### src/rtl/uart_pkg.sv
// Shared UART definitions: FSM state codes, data width and the baud divisor helper.
package uart_pkg;

  localparam int UART_DATA_BITS = 8;

  typedef logic [2:0] uart_state_t;

  localparam uart_state_t ST_IDLE   = 3'd0;
  localparam uart_state_t ST_START  = 3'd1;
  localparam uart_state_t ST_DATA   = 3'd2;
  localparam uart_state_t ST_PARITY = 3'd3;
  localparam uart_state_t ST_STOP   = 3'd4;

  function automatic int calc_clks_per_bit(input int clk_freq, input int baud_rate);
    return clk_freq / baud_rate;
  endfunction

endpackage

### src/rtl/uart_baud_gen.sv
// Baud counter: counts 0..CLKS_PER_BIT-1 and pulses tick on the wrap; clear restarts a bit period.
// Shared by transmit and (future) receive paths.
module uart_baud_gen #(
  parameter int CLKS_PER_BIT = 434
) (
  input  logic clk,
  input  logic rst_n,
  input  logic clear,
  output logic tick
);

  localparam int CW = (CLKS_PER_BIT > 1) ? $clog2(CLKS_PER_BIT) : 1;
  localparam logic [CW-1:0] CNT_LAST = CW'(CLKS_PER_BIT - 1);

  logic [CW-1:0] cnt_q, cnt_d;
  logic          wrap;

  assign wrap = (cnt_q == CNT_LAST);
  assign tick = wrap && !clear;

  always_comb begin
    cnt_d = cnt_q + CW'(1);
    if (clear || wrap) cnt_d = '0;
  end

  always_ff @(posedge clk or negedge rst_n) begin
    if (!rst_n) cnt_q <= '0;
    else        cnt_q <= cnt_d;
  end

endmodule

### src/rtl/uart_tx.sv
// UART transmitter, one byte per tx_start; 8N1/8N2, or 8E1/8O1 when UART_TX_PARITY_EN is defined.
// txd is registered (start bit begins the cycle after tx_start); tx_busy includes tx_start combinationally.
module uart_tx
  import uart_pkg::*;
#(
  parameter int CLK_FREQ   = 50_000_000,
  parameter int BAUD_RATE  = 115200,
  parameter int STOP_BITS  = 1,
  parameter int PARITY_ODD = 0
) (
  input  logic       clk,
  input  logic       rst_n,
  input  logic [7:0] tx_data,
  input  logic       tx_start,
  output logic       tx_busy,
  output logic       tx_done,
  output logic       txd
);

  localparam int CLKS_PER_BIT = calc_clks_per_bit(CLK_FREQ, BAUD_RATE);
  localparam logic [2:0] DATA_LAST = 3'(UART_DATA_BITS - 1);
  localparam logic [2:0] STOP_LAST = 3'(STOP_BITS - 1);

  if (STOP_BITS < 1 || STOP_BITS > 2 || PARITY_ODD < 0 || PARITY_ODD > 1) begin : g_bad_param
    $error("uart_tx: STOP_BITS must be 1 or 2 and PARITY_ODD 0 or 1");
  end

  uart_state_t               state_q, state_d;
  logic [UART_DATA_BITS-1:0] shift_q, shift_d;
  logic [2:0]                bit_cnt_q, bit_cnt_d;
  logic                      txd_q, txd_d;
  logic                      done_q, done_d;
  logic                      start_acc;
  logic                      bit_tick;
`ifdef UART_TX_PARITY_EN
  logic                      par_q, par_d;
`endif

  assign start_acc = (state_q == ST_IDLE) && tx_start;

  uart_baud_gen #(
    .CLKS_PER_BIT(CLKS_PER_BIT)
  ) u_baud (
    .clk  (clk),
    .rst_n(rst_n),
    .clear(start_acc),
    .tick (bit_tick)
  );

  always_comb begin
    state_d   = state_q;
    shift_d   = shift_q;
    bit_cnt_d = bit_cnt_q;
    done_d    = 1'b0;
    txd_d     = 1'b1;
`ifdef UART_TX_PARITY_EN
    par_d     = par_q;
`endif

    case (state_q)
      ST_IDLE: begin
        if (tx_start) begin
          shift_d   = tx_data;
          bit_cnt_d = 3'd0;
          state_d   = ST_START;
`ifdef UART_TX_PARITY_EN
          par_d     = (^tx_data) ^ (PARITY_ODD != 0);
`endif
        end
      end
      ST_START: begin
        if (bit_tick) state_d = ST_DATA;
      end
      ST_DATA: begin
        if (bit_tick) begin
          shift_d = shift_q >> 1;
          if (bit_cnt_q == DATA_LAST) begin
            bit_cnt_d = 3'd0;
`ifdef UART_TX_PARITY_EN
            state_d   = ST_PARITY;
`else
            state_d   = ST_STOP;
`endif
          end else begin
            bit_cnt_d = bit_cnt_q + 3'd1;
          end
        end
      end
`ifdef UART_TX_PARITY_EN
      ST_PARITY: begin
        if (bit_tick) state_d = ST_STOP;
      end
`endif
      ST_STOP: begin
        if (bit_tick) begin
          if (bit_cnt_q == STOP_LAST) begin
            bit_cnt_d = 3'd0;
            state_d   = ST_IDLE;
            done_d    = 1'b1;
          end else begin
            bit_cnt_d = bit_cnt_q + 3'd1;
          end
        end
      end
      default: state_d = ST_IDLE;
    endcase

    // Line level is registered, so it is derived from where the FSM is going next.
    case (state_d)
      ST_START:  txd_d = 1'b0;
      ST_DATA:   txd_d = shift_d[0];
`ifdef UART_TX_PARITY_EN
      ST_PARITY: txd_d = par_q;
`endif
      default:   txd_d = 1'b1;
    endcase
  end

  always_ff @(posedge clk or negedge rst_n) begin
    if (!rst_n) begin
      state_q   <= ST_IDLE;
      shift_q   <= '0;
      bit_cnt_q <= 3'd0;
      txd_q     <= 1'b1;
      done_q    <= 1'b0;
    end else begin
      state_q   <= state_d;
      shift_q   <= shift_d;
      bit_cnt_q <= bit_cnt_d;
      txd_q     <= txd_d;
      done_q    <= done_d;
    end
  end

`ifdef UART_TX_PARITY_EN
  always_ff @(posedge clk or negedge rst_n) begin
    if (!rst_n) par_q <= 1'b0;
    else        par_q <= par_d;
  end
`endif

  assign tx_busy = (state_q != ST_IDLE) || tx_start;
  assign tx_done = done_q;
  assign txd     = txd_q;

endmodule
### config.mk
export PLATFORM = sky130hd
export DESIGN_NAME = uart_tx
export DESIGN_NICKNAME = d
export VERILOG_FILES = /design/src/rtl/uart_pkg.sv /design/src/rtl/uart_baud_gen.sv /design/src/rtl/uart_tx.sv
export SDC_FILE = /design/constraint.sdc
export NUM_CORES = 1
export LEC_CHECK = 0
export CAP_MARGIN = 10
export CORE_MARGIN = 2
export CORE_UTILIZATION = 40
export CTS_CLUSTER_SIZE = 25
export DETAILED_ROUTE_END_ITERATION = 10
export PLACE_DENSITY = 0.57
export SLEW_MARGIN = 20
export SYNTH_ARGS = -nofsm -noshare
export SYNTH_HDL_FRONTEND = slang
export SYNTH_SLANG_ARGS = --single-unit
### constraint.sdc
create_clock -name clk -period 2 [get_ports clk]
set_input_delay 0.3 -clock clk [delete_from_list [all_inputs] [get_ports clk]]
set_output_delay 0.3 -clock clk [all_outputs]
set_load 0.05 [all_outputs]
# --- Word level (Yosys, flattened, before mapping) ---
# Cells that the tools add are included.
# Widths: inputs -> output; s select.
op_classes:
  add_sub_neg: 2
  mul: 0
  div: 0
  n_lt_le_gt_ge: 0
  n_eq_ne: 10
  shift: 0
  mux: 21
  bitwise: 0
  reduce_logical: 12
op_table:
  columns: ["operator", "count"]
  rows:
  - ["$mux 3", 11]
  - ["$mux 8", 2]
  - ["$pmux 8 s2", 1]
  - ["$pmux 3 s4", 1]
  - ["$add 9x1->9 const B", 1]
  - ["$eq 9x9->1 const B", 1]
  - ["$mux 9", 1]
  - ["$pmux 3 s3", 1]
  - ["$eq 3x1->1 const B", 2]
  - ["$eq 3x2->1 const B", 2]
  - ["$eq 3x3->1 const B", 2]
  - ["$logic_not 3->1", 2]
  - ["$ne 2x2->1 const B", 3]
  - ["$reduce_bool 3->1", 2]
  - ["$reduce_and 4->1", 1]
  - ["$add 3x1->3 const B", 1]
  - ["$mux 1", 3]
  - ["$reduce_and 3->1", 1]
  - ["$logic_and 1x1->1", 2]
  - ["$logic_or 1x1->1", 2]
  - ["$pmux 1 s2", 1]
  - ["$reduce_bool 2->1", 1]
  - ["$logic_not 1->1", 1]
word_totals:
  register_bits: 25
  latch_bits: 0
  ram_bits: 0
  rom_bits: 0
  input_bits: 11
  n_memories: 0

# --- Longest topological paths before layout ---
# Gate-level depths: netlist of run 1.
depth:
  ltp_word: 8
  ltp_mapped: 6

# --- Modules after synthesis ---
# A second synthesis of run 1 with hierarchy kept.
hier_totals:
  cells_unflattened: 131
  area_unflattened_um2: 1331.3
by_module_without_submodules:
  columns: ["mod", "n_inst", "cells_each", "area_each_um2"]
  rows:
  - ["uart_tx", 1, 83, 844.6]
  - ["uart_baud_gen", 1, 48, 486.7]

# --- Worst setup path after synthesis of run 1 ---
# No wires, ideal clock.
synth_path:
  path_kind: "reg-to-reg"
  startpoint: "register u_baud.cnt_q[2]"
  endpoint: "register shift_q[0]"
  setup_ns: 0.118
  t_arrival_ns: 1.723
  required_time_ns: 1.882
  slack_ns: 0.159
  stages_incl_launch_ff: 5
  synth_period_minus_slack_ns: 1.841
  cell_sequence: "dfrtp_1 -> or4b_4 -> nor4_4 -> nor2_2 -> a21o_1"
synth_between:
  elab_chain_len: 4
synth_lines:
  columns: ["element", "line_no", "text"]
  rows:
  - ["start: declaration", "uart_baud_gen.sv:15", "logic [CW-1:0] cnt_q, cnt_d;"]
  - ["start signal: assignment", "uart_baud_gen.sv:28", "else cnt_q <= cnt_d;"]
  - ["$eq 9x9->1", "uart_baud_gen.sv:18", "assign wrap = (cnt_q == CNT_LAST);"]
  - ["$logic_and 1x1->1", "uart_baud_gen.sv:19", "assign tick = wrap && !clear;"]
  - ["$mux 8", "uart_tx.sv:75", "if (bit_tick) begin"]
  - ["$pmux 8 s2", "uart_tx.sv:60", "case (state_q)"]
  - ["net shift_d[0]", "uart_tx.sv:29", "logic [UART_DATA_BITS-1:0] shift_q, shift_d;"]
  - ["end signal: assignment", "uart_tx.sv:128", "shift_q <= shift_d;"]
  - ["end: declaration", "uart_tx.sv:29", null]
# The timed path passes the listed nets, and every way through them passes these cells. The select of a mux whose other input is x is not followed.
# A chain may end at the register's enable or synchronous reset.

# --- Worst setup path after layout of run 1 ---
layout_path:
  startpoint: "register txd_q, in the netlist txd"
  endpoint: "output txd"
layout_rtl:
  columns: ["element", "line_no", "text"]
  rows:
  - ["start: declaration", "uart_tx.sv:31", "logic txd_q, txd_d;"]
  - ["start signal: assignment", "uart_tx.sv:130", "txd_q <= txd_d;"]
  - ["end: declaration", "uart_tx.sv:17", "output logic txd"]
# No word-level cell between the ends.

==> reports/metrics.json, run 1 <==
{
  "status": {
    "outcome": "finished, final reports clean"
  },
  "floorplan": {
    "pin_count": 14,
    "dieArea_um2": 3680,
    "dieWidth_um": 60.7,
    "floorplan.die.height_um": 60.7,
    "coreArea_um2": 3050,
    "std_cell_rows": 20,
    "start_util_pct": 42.1
  },
  "sta": {
    "clock-skew-final_ns": 0.00929,
    "slew_headroom_pct": 67.5,
    "setup_repair_after_global_routing_missed_its_margin": "no",
    "min_period_ns": 1.94,
    "setup_violations": 0,
    "max_clock_freq_mhz": 516,
    "timing_hold_violations_final": 0,
    "period_share_pct": 97.0,
    "finalMaxSlewViolations": 0,
    "worst_pin_slew_ns": 0.487,
    "final.setup.tns_ns": 0
  },
  "pwr": {
    "power.share.combinational_pct": 4.1,
    "p_leak_nw": 0.756,
    "netSwitchingFraction_pct": 21.3,
    "power.switching_mw": 0.162,
    "seq_power_share_pct": 66.5,
    "powerDensity_nw_per_um2": 489,
    "power_report.internal_total_mw": 0.599,
    "ir_worst_vdd_mv": 0.301,
    "report.power.total_mw": 0.761,
    "clock_power_share_pct": 29.4
  },
  "worst_setup_path": {
    "crit_path_cell_trace": "clkdlybuf4s50_1",
    "maximum_cell_stage_delay_along_the_critical_path_ns": 0.79,
    "kind_of_cell_adding_the_most_delay_to_the_critical_path": "buffers and inverters",
    "timing.setup.critical_path_class": "reg2out",
    "critical-path-slowest-cell": "clkdlybuf4s50_1",
    "start_kind": "register",
    "cp.required_ns": 1.70,
    "critical_path_peak_fanout": 1,
    "cp.buffers_inverters": 1,
    "end_kind": "output pin",
    "timing.critical_path.arrival_ns": 1.64
  },
  "detailed_routing": {
    "drtAntennaViolNets": 0,
    "route.detailed.vias_per_inst": 5.19,
    "vias": 981,
    "post-route-drc-count": 0,
    "totalWireLength_um": 2440,
    "routed_wire_length_per_instance_um": 12.9,
    "drt_iter0_drcs": 59,
    "first_pass_iters": 4
  },
  "clock_network": {
    "clk_lat_worst_skew_ns": 0.31,
    "cts.clk_slew.worst_paths_ns": 0.14,
    "tritoncts": "done",
    "numClockSinks": 25,
    "cts_setup_buffers": 0,
    "ctsLongestPathBuffers": 2,
    "cts-root-buf": "clkbuf_4",
    "htree_levels": 1,
    "tritoncts.num_buffers": 3,
    "post_cts_resized": 0,
    "cts-hold-fix-buffers": 0
  },
  "yosys": {
    "yosysWarnings": 0,
    "synthDominantCellAreaShare_pct": 46.7,
    "synth_most_common_cell": "dfrtp_1",
    "syn_avg_cell_area_um2": 10.4,
    "count_of_state_elements_after_synthesis": 25,
    "synth-edff-count": 0,
    "synth_ff_type": "dfrtp_1",
    "synthTopCellsByArea": "dfrtp_1 47%, ha_1 4.9%, a22o_1 4.8%, a21o_1 4.1%, nor2_1 4.1%",
    "synth_sequential_area_ratio_pct": 48.8,
    "post_synth_instance_area_um2": 1280,
    "yosys.area.top_type": "dfrtp_1",
    "yosysUniqueCellTypes": 36,
    "synth_async_sr_flop_share_pct": 100,
    "syn_inst": 123,
    "syn-num-nets": 139,
    "synthTopCellsByCount": "24 x dfrtp_1, 14 x nor2_1, 7 x a21o_1, 7 x a22o_1, 6 x inv_1"
  },
  "cells_and_area": {
    "seq_cell_area_um2": 627,
    "final_layout_size_suffix_gt1_share_pct": 14.5,
    "area.growth.synth_to_final_pct": 21.1,
    "layout.filler_cells": 295,
    "diodes": 0,
    "multi_input_area_um2": 624,
    "finish.net_count": 162
  },
  "placed_design": {
    "placement.io_buffers": 13,
    "gp_routability_congestion": 0.792,
    "hpwl_um": 1840
  },
  "global_route": {
    "largest_net_degree_at_the_start_of_global_routing": 26,
    "grt_pass1_vias": 980,
    "grt_overflow_total": 0,
    "antenna_found_initial": 0,
    "global_route_wire_length_before_repair_um": 4240,
    "grt_usage_pct": 15.3
  },
  "job": {
    "max-cap-violations": 0
  },
  "min_path": {
    "holdCritPathClass": "in2async"
  }
}
## final cells by class
type | count | area share, %
clock inverters | 1 | 0.322
multi-input cells | 89 | 40.1
repair buffers | 21 | 12.9
inverters | 6 | 1.45
well taps | 44 | 3.54
flip-flops and latches | 25 | 40.3
clock buffers | 3 | 1.45
## final timing paths
kind                                    to             from  cells past startpoint  slack (ns)
hold / removal                bit_cnt_q[2]            rst_n                      2        0.33
hold reg to reg                 shift_q[3]       shift_q[3]                      1        0.50
setup reg to reg           u_baud.cnt_q[6]  u_baud.cnt_q[3]                      4        0.20
min in group clk                shift_q[3]       shift_q[3]                      1        0.50
max in group asynchronous              txd            rst_n                      2        1.38
setup / recovery                       txd              txd                      1        0.06
## placed cells by master, fill, tap and decap left out, drive strengths merged, types with 2 or more instances in the layout
cell and instances:
a21o 7, a21oi 4, a22o 7, and3 2, buf 9, clkbuf 3, clkdlybuf4s50 12, dfrtp 24
ha 5, inv 6, mux2 2, nand2 5, nand2b 4, nand3 4, nand4 2, nor2 15
nor3 5, nor3b 2, nor4 2, o21ai 2, o41ai 2, xnor2 5, xor2 2
## stage by stage
stage / utilization, % / setup WS (ns) / hold slack (ns) / area, µm² / instances
finish: 51.0 / 0.0602 / 0.327 / 1560 / 189
global route: 51.0 / 0.00312 / 0.340 / 1560 / 189
CTS: 51.0 / 0.0397 / 0.328 / 1560 / 189
detailed placement: 50.1 / 0.224 / 0.466 / 1530 / 185
global placement: 50.1 / 0.233 / 0.460 / 1530 / 185
floorplan: - / 0.159 / 0.00441 / 1280 / 123
## routing by layer
| metal | up-vias | track usage (%) | part of all wire (%) |
|---|---|---|---|
| li1 | 485 | - | - |
| met3 | 2 | 2.35 | 3.2 |
| met2 | 10 | 26.0 | 49 |
| met5 | - | 0 | 0 |
| met4 | 0 | 4.66 | 0.57 |
| met1 | 484 | 20.1 | 47 |
## power by group through the flow
stage / clock network (mW) / logic [mW] / registers (mW)
6_report: 0.224 / 0.0314 / 0.506
5_1_grt: 0.263 / 0.0348 / 0.506
4_1_cts: 0.241 / 0.0325 / 0.506
3_5_place_dp: 0 / 0.0325 / 0.515
3_3_place_gp: 0 / 0.0326 / 0.515
2_1_floorplan: 0 / 0.000526 / 0.515
## flip-flops by register name, indices dropped and copies added (netlist names)
register / flops
u_baud.cnt_q: 9
shift_q: 8
bit_cnt_q: 3
state_q: 3
tx_done: 1
txd: 1
## kinds of logic (layout without fill, tap and decap cells)
kind of cell / after synthesis / count (layout) / share of synthesized area (%)
compound gates: 27 / 27 / 16.0
fa+ha+maj: 5 / 5 / 4.87
simple gates: 48 / 48 / 21.2
mux: 2 / 2 / 1.75
buf+inv: 9 / 31 / 2.63
xor+xnor: 7 / 7 / 4.77
flops: 25 / 25 / 48.8
(Power assumes the default switching activity.)
==> inputs of run 2 (changes only) <==
--- a/config.mk
+++ b/config.mk
@@ -10,7 +10,7 @@
 export CORE_UTILIZATION = 40
 export CTS_CLUSTER_SIZE = 25
 export DETAILED_ROUTE_END_ITERATION = 10
-export PLACE_DENSITY = 0.57
+export PLACE_DENSITY = 0.7
 export SLEW_MARGIN = 20
 export SYNTH_ARGS = -nofsm -noshare
 export SYNTH_HDL_FRONTEND = slang
==> run 2 against run 1 <==
  * Critical path depth rose by 4
  * Largest cell class is now multi-input combinational cells
  * Non-clock buffer count is 3 lower
  * Hold slack worse by 0.059 ns
  * Via count down 0.71%
  * Clock power is 5% higher
  * Flip-flop and latch count stayed put
  * Setup slack better by 0.057 ns
  * Core utilization shrank 0.45 points
==> reports/metrics.json, run 2 (synthesis gave the netlist of run 1 again) <==
{
  "status": {
    "outcome": "finished, final reports clean"
  },
  "worst_setup_path": {
    "endpoint": "shift_q[5]",
    "timing.reg2reg.setup_slack": {"value": 0.12, "unit": "ns", "change": "-0.08 ns"},
    "r2r_cells": {"value": 5, "change": "+1"},
    "start_kind": "register",
    "startpoint": "u_baud.cnt_q[2]",
    "timing.critical_path.arrival": {"value": 2.15, "unit": "ns", "change": "+0.51 ns"},
    "critical-path-slowest-cell": "or4b_4",
    "end_kind": "register",
    "critical_path_peak_fanout": {"value": 8, "change": "+7"},
    "cp.required": {"value": 2.27, "unit": "ns", "change": "+0.57 ns"},
    "rr_startpoint": "u_baud.cnt_q[2]",
    "maximum_cell_stage_delay_along_the_critical_path": {"value": 0.59, "unit": "ns", "change": "-0.20 ns"},
    "reg2reg_to": "shift_q[5]",
    "timing.setup.critical_path_class": "reg2reg",
    "crit_path_cell_trace": "or4b_4 > nor4_4 > buf_4 > a22o_1 > a21o_1"
  },
  "cells_and_area": {
    "mostFrequentLayoutCells": "24 x dfrtp_1, 14 x nor2_1, 11 x clkdlybuf4s50_1",
    "registers.top_by_ff_count": "u_baud.cnt_q",
    "area.growth.synth_to_final_pct": 20.1,
    "layoutNonFillerInstCount": {"value": 186, "change": "-1.6%"},
    "layout.filler_cells": {"value": 312, "change": "+5.8%"},
    "post-route-util": {"value": 50.5, "unit": "%", "change": "-0.45 points"},
    "reg.largest.list": "u_baud.cnt_q: 9 flops, shift_q: 8 flops",
    "finish.net_count": {"value": 159, "change": "-1.9%"},
    "diodes": {"value": 0, "change": "unchanged"},
    "largest_register_ff_count": {"value": 9, "change": "unchanged"},
    "final_layout_size_suffix_gt1_share": {"value": 13.4, "unit": "%", "change": "-1.1 points"},
    "layout.cells.most_common": "dfrtp_1"
  },
  "floorplan": {
    "floorplan.die.height": {"value": 60.7, "unit": "µm", "change": "unchanged"},
    "std_cell_rows": {"value": 20, "change": "unchanged"},
    "dieArea": {"value": 3680, "unit": "µm²", "change": "unchanged"},
    "coreArea": {"value": 3050, "unit": "µm²", "change": "unchanged"},
    "pin_count": {"value": 14, "change": "unchanged"},
    "dieWidth": {"value": 60.7, "unit": "µm", "change": "unchanged"},
    "start_util": {"value": 42.1, "unit": "%", "change": "unchanged"}
  },
  "pwr": {
    "p_leak": {"value": 0.761, "unit": "nW", "change": "+0.71%"},
    "report.power.total": {"value": 0.772, "unit": "mW", "change": "+1.5%"},
    "powerDensity": {"value": 501, "unit": "nW/µm²", "change": "+2.4%"},
    "ir_worst_vdd": {"value": 0.577, "unit": "mV", "change": "+91%"}
  },
  "clock_network": {
    "cts-hold-fix-buffers": {"value": 0, "change": "unchanged"},
    "ctsLongestPathBuffers": {"value": 2, "change": "unchanged"},
    "tritoncts": "done",
    "cts_setup_buffers": {"value": 0, "change": "unchanged"},
    "htree_levels": {"value": 1, "change": "unchanged"},
    "clk_lat_worst_skew": {"value": 0.32, "unit": "ns", "change": "about the same"},
    "tritoncts.num_buffers": {"value": 3, "change": "unchanged"},
    "numClockSinks": {"value": 25, "change": "unchanged"},
    "cts.clk_slew.worst_paths": {"value": 0.14, "unit": "ns", "change": "about the same"},
    "cts-root-buf": "clkbuf_4"
  },
  "detailed_routing": {
    "vias": {"value": 974, "change": "-0.71%"},
    "post-route-drc-count": {"value": 0, "change": "unchanged"},
    "totalWireLength": {"value": 2540, "unit": "µm", "change": "+3.8%"},
    "first_pass_iters": {"value": 4, "change": "unchanged"},
    "drtAntennaViolNets": {"value": 0, "change": "unchanged"},
    "routed_wire_length_per_instance": {"value": 13.6, "unit": "µm", "change": "+5.4%"},
    "drt_iter0_drcs": {"value": 96, "change": "+63%"},
    "route.detailed.vias_per_inst": {"value": 5.24, "change": "+0.89%"}
  },
  "global_route": {
    "grt_usage": {"value": 16.7, "unit": "%", "change": "+1.4 points"},
    "antenna_found_initial": {"value": 0, "change": "unchanged"},
    "global_route_wire_length_before_repair": {"value": 4530, "unit": "µm", "change": "+6.7%"},
    "grt_pass1_vias": {"value": 945, "change": "-3.6%"},
    "grt_overflow_total": {"value": 0, "change": "unchanged"},
    "largest_net_degree_at_the_start_of_global_routing": {"value": 17, "change": "-35%"}
  },
  "sta": {
    "max_clock_freq": {"value": 531, "unit": "MHz", "change": "+3.0%"},
    "timing_hold_violations_final": {"value": 0, "change": "unchanged"},
    "setup_violations": {"value": 0, "change": "unchanged"},
    "final.setup.tns": {"value": 0, "unit": "ns", "change": "unchanged"},
    "setup_repair_after_global_routing_missed_its_margin": "no",
    "min_period": {"value": 1.88, "unit": "ns", "change": "-0.0566 ns"},
    "period_share": {"value": 94.2, "unit": "%", "change": "-2.8 points"},
    "clock-skew-final": {"value": 0.00658, "unit": "ns", "change": "-0.00271 ns"},
    "worst_pin_slew": {"value": 0.518, "unit": "ns", "change": "+0.0313 ns"},
    "finalMaxSlewViolations": {"value": 0, "change": "unchanged"},
    "slew_headroom": {"value": 65.4, "unit": "%", "change": "-2.0 points"}
  },
  "placed_design": {
    "gp_routability_congestion": {"value": 0.846, "change": "+6.9%"},
    "hpwl": {"value": 1860, "unit": "µm", "change": "+1.1%"},
    "numPlacedInstances": {"value": 182, "change": "-1.6%"},
    "placement.io_buffers": {"value": 13, "change": "unchanged"}
  },
  "job": {
    "max-cap-violations": {"value": 0, "change": "unchanged"}
  },
  "min_path": {
    "holdCritPathClass": "in2async"
  }
}
-- run 2: cell count changes in the layout (fill, tap and decap cells not counted) --
cell | previous run | this run
buf_4 | 8 | 5
clkbuf_1 | 0 | 1
clkdlybuf4s50_1 | 12 | 11
clkinv_2 | 1 | 0
dlymetal6s2s_1 | 0 | 1
nand2_1 | 5 | 4
nand2_2 | 0 | 1
nor3_1 | 5 | 4
nor3_2 | 0 | 1
-- run 2: worst max-delay path, delay by kind of cell, from the launching register on --
family | cells | cell delay [ns]
simple gates | 2 | 0.92
flops | 1 | 0.45
compound gates | 2 | 0.24
buf+inv | 1 | 0.21
-- run 2: power by group --
group	total [mW]	internal, mW	leakage (nW)	switching [mW]
sequential	0.506	0.506	0.326	0
combinational	0.0317	0.0187	0.420	0.0129
clock	0.235	0.0781	0.0150	0.157
total	0.772	0.603	0.761	0.170
-- run 2: cell type report --
class                      instances  area [µm²]  share of cell area, %
clock buffer                       4        26.3                   1.70
inverter                           6        22.5                   1.46
multi-input combinational         89         632                   41.0
sequential                        25         627                   40.6
tap                               44        55.1                   3.57
timing repair buffer              18         180                   11.7
-- run 2: metal layers --
metal / routed length, µm / vias up / track usage [%]
li1: - / 482 / -
met1: 1250 / 476 / 24.8
met2: 1180 / 14 / 23.0
met3: 89 / 2 / 5.33
met4: 15 / 0 / 5.59
met5: 0 / - / 0
-- run 2: stage by stage --
step                hold WS, ns  cell area (µm²)  worst slack [ns]
floorplan               0.00441             1280             0.159
global placement          0.462             1510             0.193
detailed placement        0.470             1510             0.155
CTS                       0.279             1530            0.0156
global route              0.271             1540            0.0147
finish                    0.268             1540             0.117
-- run 2: repair_timing --
item,CTS,global route
setup endpoints to repair,0,3
gates resized for setup,0,3
endpoints found under the hold margin,0,0
-- run 2: how the worst min path moves through the flow --
stage	from	to	slack (ns)
2_1_floorplan	rst_n	bit_cnt_q[0]	0.004
3_3_place_gp	shift_q[4]	shift_q[4]	0.46
3_5_place_dp	shift_q[6]	shift_q[6]	0.47
4_1_cts	rst_n	bit_cnt_q[2]	0.28
5_1_grt	rst_n	bit_cnt_q[2]	0.27
6_report	rst_n	bit_cnt_q[2]	0.27
==> inputs of run 3 (changes only) <==
--- a/config.mk
+++ b/config.mk
@@ -10,7 +10,7 @@
 export CORE_UTILIZATION = 40
 export CTS_CLUSTER_SIZE = 25
 export DETAILED_ROUTE_END_ITERATION = 10
-export PLACE_DENSITY = 0.7
+export PLACE_DENSITY = 0.72
 export SLEW_MARGIN = 20
 export SYNTH_ARGS = -nofsm -noshare
 export SYNTH_HDL_FRONTEND = slang
==> constraint.sdc (replaced) <==
create_clock -name clk -period 1.7 [get_ports clk]
set_input_delay 0.255 -clock clk [delete_from_list [all_inputs] [get_ports clk]]
set_output_delay 0.255 -clock clk [all_outputs]
set_load 0.05 [all_outputs]
==> run 3 against run 2 <==
  * Via count up 5.9%
  * Routed wire length decreased by 2.1%
  * Sequential share of layout area shrank 3.1 points
  * Combinational power is 15% higher
  * Sequential power rose by 18%
  * Clock-buffer cell count unchanged
  * Maximum frequency rose by 12%
  * Clock power rose by 9.8%
  * Non-clock buffer count up 11
==> reports/metrics.json, run 3 (synthesis gave the netlist of run 1 again) <==
{
  "worst_setup_path": {
    "cp.required": {"value": 1.94, "unit": "ns", "change": "-0.33 ns"},
    "reg2reg_to": "txd",
    "end_kind": "register",
    "maximum_cell_stage_delay_along_the_critical_path": {"value": 0.59, "unit": "ns", "change": "about the same"},
    "critical-path-slowest-cell": "or4b_4",
    "timing.setup.critical_path_class": "reg2reg",
    "timing.critical_path.arrival": {"value": 1.92, "unit": "ns", "change": "-0.23 ns"},
    "r2r_cells": {"value": 5, "change": "unchanged"},
    "crit_path_cell_trace": "or4b_4 > nor4_4 > buf_6 > nor4b_4 > nor3_1",
    "critical_path_peak_fanout": {"value": 10, "change": "+2"},
    "timing.reg2reg.setup_slack": {"value": 0.01, "unit": "ns", "change": "-0.10 ns"},
    "start_kind": "register",
    "rr_startpoint": "u_baud.cnt_q[6]"
  },
  "clock_network": {
    "tritoncts": "done",
    "tritoncts.num_buffers": {"value": 3, "change": "unchanged"},
    "ctsLongestPathBuffers": {"value": 2, "change": "unchanged"},
    "htree_levels": {"value": 1, "change": "unchanged"},
    "numClockSinks": {"value": 25, "change": "unchanged"},
    "clk_lat_worst_skew": {"value": 0.31, "unit": "ns", "change": "about the same"},
    "cts.clk_slew.worst_paths": {"value": 0.13, "unit": "ns", "change": "about the same"},
    "cts-root-buf": "clkbuf_4"
  },
  "placed_design": {
    "placement.io_buffers": {"value": 13, "change": "unchanged"},
    "gp_routability_congestion": {"value": 0.836, "change": "-1.2%"},
    "dpl_worst_slack": {"value": -0.0726, "unit": "ns", "change": "-0.228 ns"},
    "numPlacedInstances": {"value": 191, "change": "+4.9%"},
    "hpwl": {"value": 1880, "unit": "µm", "change": "+0.70%"}
  },
  "cells_and_area": {
    "area.growth.synth_to_final_pct": 30.0,
    "layoutNonFillerInstCount": {"value": 197, "change": "+5.9%"},
    "finish.net_count": {"value": 170, "change": "+6.9%"},
    "reg.largest.list": "u_baud.cnt_q: 9 flops, shift_q: 8 flops",
    "seq_cell_area": {"value": 627, "unit": "µm²", "change": "unchanged"},
    "layout.filler_cells": {"value": 273, "change": "-13%"},
    "diodes": {"value": 0, "change": "unchanged"},
    "largest_register_ff_count": {"value": 9, "change": "unchanged"},
    "registers.top_by_ff_count": "u_baud.cnt_q",
    "layout.cells.most_common": "dfrtp_1",
    "multi_input_area": {"value": 681, "unit": "µm²", "change": "+7.7%"},
    "final_layout_size_suffix_gt1_share": {"value": 23.5, "unit": "%", "change": "+10 points"},
    "mostFrequentLayoutCells": "24 x dfrtp_1, 17 x buf_4, 13 x nor2_1"
  },
  "pwr": {
    "report.power.total": {"value": 0.889, "unit": "mW", "change": "+15%"},
    "power.share.combinational": {"value": 4.1, "unit": "%", "change": "about the same"},
    "clock_power_share": {"value": 29.0, "unit": "%", "change": "-1.4 points"},
    "p_leak": {"value": 0.809, "unit": "nW", "change": "+6.3%"},
    "netSwitchingFraction": {"value": 20.3, "unit": "%", "change": "-1.7 points"},
    "seq_power_share": {"value": 66.9, "unit": "%", "change": "+1.4 points"},
    "powerDensity": {"value": 532, "unit": "nW/µm²", "change": "+6.4%"},
    "ir_worst_vdd": {"value": 0.421, "unit": "mV", "change": "-27%"},
    "power_report.internal_total": {"value": 0.708, "unit": "mW", "change": "+18%"},
    "power.switching": {"value": 0.181, "unit": "mW", "change": "+6.5%"}
  },
  "sta": {
    "timing_hold_violations_final": {"value": 0, "change": "unchanged"},
    "fin_hold_ws": {"value": 0.282, "unit": "ns", "change": "+0.0140 ns"},
    "finalMaxSlewViolations": {"value": 0, "change": "unchanged"},
    "postLayoutSetupSlackWorst": {"value": 0.0120, "unit": "ns", "change": "-0.105 ns"},
    "period_share": {"value": 99.3, "unit": "%", "change": "+5.1 points"},
    "slew_headroom": {"value": 71.2, "unit": "%", "change": "+5.7 points"},
    "clock-skew-final": {"value": 0.00540, "unit": "ns", "change": "-0.00118 ns"},
    "setup_violations": {"value": 0, "change": "unchanged"},
    "min_period": {"value": 1.69, "unit": "ns", "change": "-0.195 ns"},
    "worst_pin_slew": {"value": 0.422, "unit": "ns", "change": "-0.0962 ns"},
    "max_clock_freq": {"value": 592, "unit": "MHz", "change": "+12%"},
    "setup_repair_after_global_routing_missed_its_margin": "yes"
  },
  "status": {
    "outcome": "finished, final reports clean"
  },
  "detailed_routing": {
    "post-route-drc-count": {"value": 0, "change": "unchanged"},
    "first_pass_iters": {"value": 4, "change": "unchanged"},
    "route.detailed.vias_per_inst": {"value": 5.23, "change": "about the same"},
    "vias": {"value": 1031, "change": "+5.9%"},
    "drt_iter0_drcs": {"value": 21, "change": "-78%"},
    "routed_wire_length_per_instance": {"value": 12.6, "unit": "µm", "change": "-7.5%"},
    "totalWireLength": {"value": 2480, "unit": "µm", "change": "-2.1%"},
    "drtAntennaViolNets": {"value": 0, "change": "unchanged"}
  },
  "floorplan": {
    "pin_count": {"value": 14, "change": "unchanged"},
    "std_cell_rows": {"value": 20, "change": "unchanged"},
    "dieArea": {"value": 3680, "unit": "µm²", "change": "unchanged"},
    "dieWidth": {"value": 60.7, "unit": "µm", "change": "unchanged"},
    "floorplan.die.height": {"value": 60.7, "unit": "µm", "change": "unchanged"},
    "coreArea": {"value": 3050, "unit": "µm²", "change": "unchanged"},
    "start_util": {"value": 42.1, "unit": "%", "change": "unchanged"}
  },
  "job": {
    "max-cap-violations": {"value": 0, "change": "unchanged"}
  },
  "global_route": {
    "largest_net_degree_at_the_start_of_global_routing": {"value": 26, "change": "+9"},
    "grt_pass1_vias": {"value": 990, "change": "+4.8%"},
    "grt_usage": {"value": 15.4, "unit": "%", "change": "-1.3 points"},
    "antenna_found_initial": {"value": 0, "change": "unchanged"},
    "grt_overflow_total": {"value": 0, "change": "unchanged"},
    "global_route_wire_length_before_repair": {"value": 4180, "unit": "µm", "change": "-7.6%"}
  },
  "min_path": {
    "holdCritPathClass": "in2async"
  }
}
==> run 3: what timing repair did <==
| item | in CTS | in global routing |
|---|---|---|
| gates resized for setup | 2 | 9 |
| pin swaps | 0 | 1 |
| endpoints found under the setup margin | 11 | 24 |
| hold buffers | 0 | 0 |
| buffers inserted | 0 | 2 |
==> run 3: worst max path at each step <==
| stage | startpoint | to |
|---|---|---|
| after floorplan | u_baud.cnt_q[3] | shift_q[0] |
| after global placement | u_baud.cnt_q[6] | u_baud.cnt_q[7] |
| after detailed placement | u_baud.cnt_q[6] | u_baud.cnt_q[3] |
| after CTS | u_baud.cnt_q[6] | state_q[2] |
| after global routing | bit_cnt_q[0] | txd |
| final | u_baud.cnt_q[6] | txd |
==> run 3: critical path, delay by kind of cell, from the launching register on <==
family                 cells  cell delay (ns)
and+or+nand+nor            4             1.02
buffers and inverters      1             0.18
DFF                        1             0.41
==> run 3: per-layer routing <==
metal  global-route usage (%)  up-vias  share of wire (%)  wire, µm
met5                        0        -                  0         0
met4                     8.70        0                1.9        48
met3                     2.56        4                3.2        79
met2                     24.6       16                 49      1210
met1                     19.9      506                 46      1150
li1                         -      505                  -         -
==> run 3: cell type report <==
class	count	share of cell area, %
Clock buffer	4	1.57
Inverter	6	1.35
Multi-Input combinational cell	89	40.7
Sequential cell	25	37.5
Tap cell	44	3.30
Timing Repair Buffer	29	15.5
==> run 3: through the flow <==
| step | setup TNS, ns | area (µm²) | utilization, % |
|---|---|---|---|
| 2_1_floorplan | -0.115 | 1290 | - |
| 3_3_place_gp | -0.0115 | 1580 | 51.7 |
| 6_report | 0 | 1670 | 54.7 |
| 4_1_cts | -0.0122 | 1610 | 52.8 |
| 5_1_grt | -0.203 | 1670 | 54.7 |
| 3_5_place_dp | -0.588 | 1580 | 51.7 |
==> run 3: power groups by stage <==
stage | clock [mW] | sequential, mW | combinational [mW]
3_5_place_dp | 0 | 0.606 | 0.0378
3_3_place_gp | 0 | 0.606 | 0.0368
5_1_grt | 0.290 | 0.595 | 0.0402
6_report | 0.258 | 0.595 | 0.0366
2_1_floorplan | 0 | 0.606 | 0.000619
4_1_cts | 0.270 | 0.595 | 0.0378
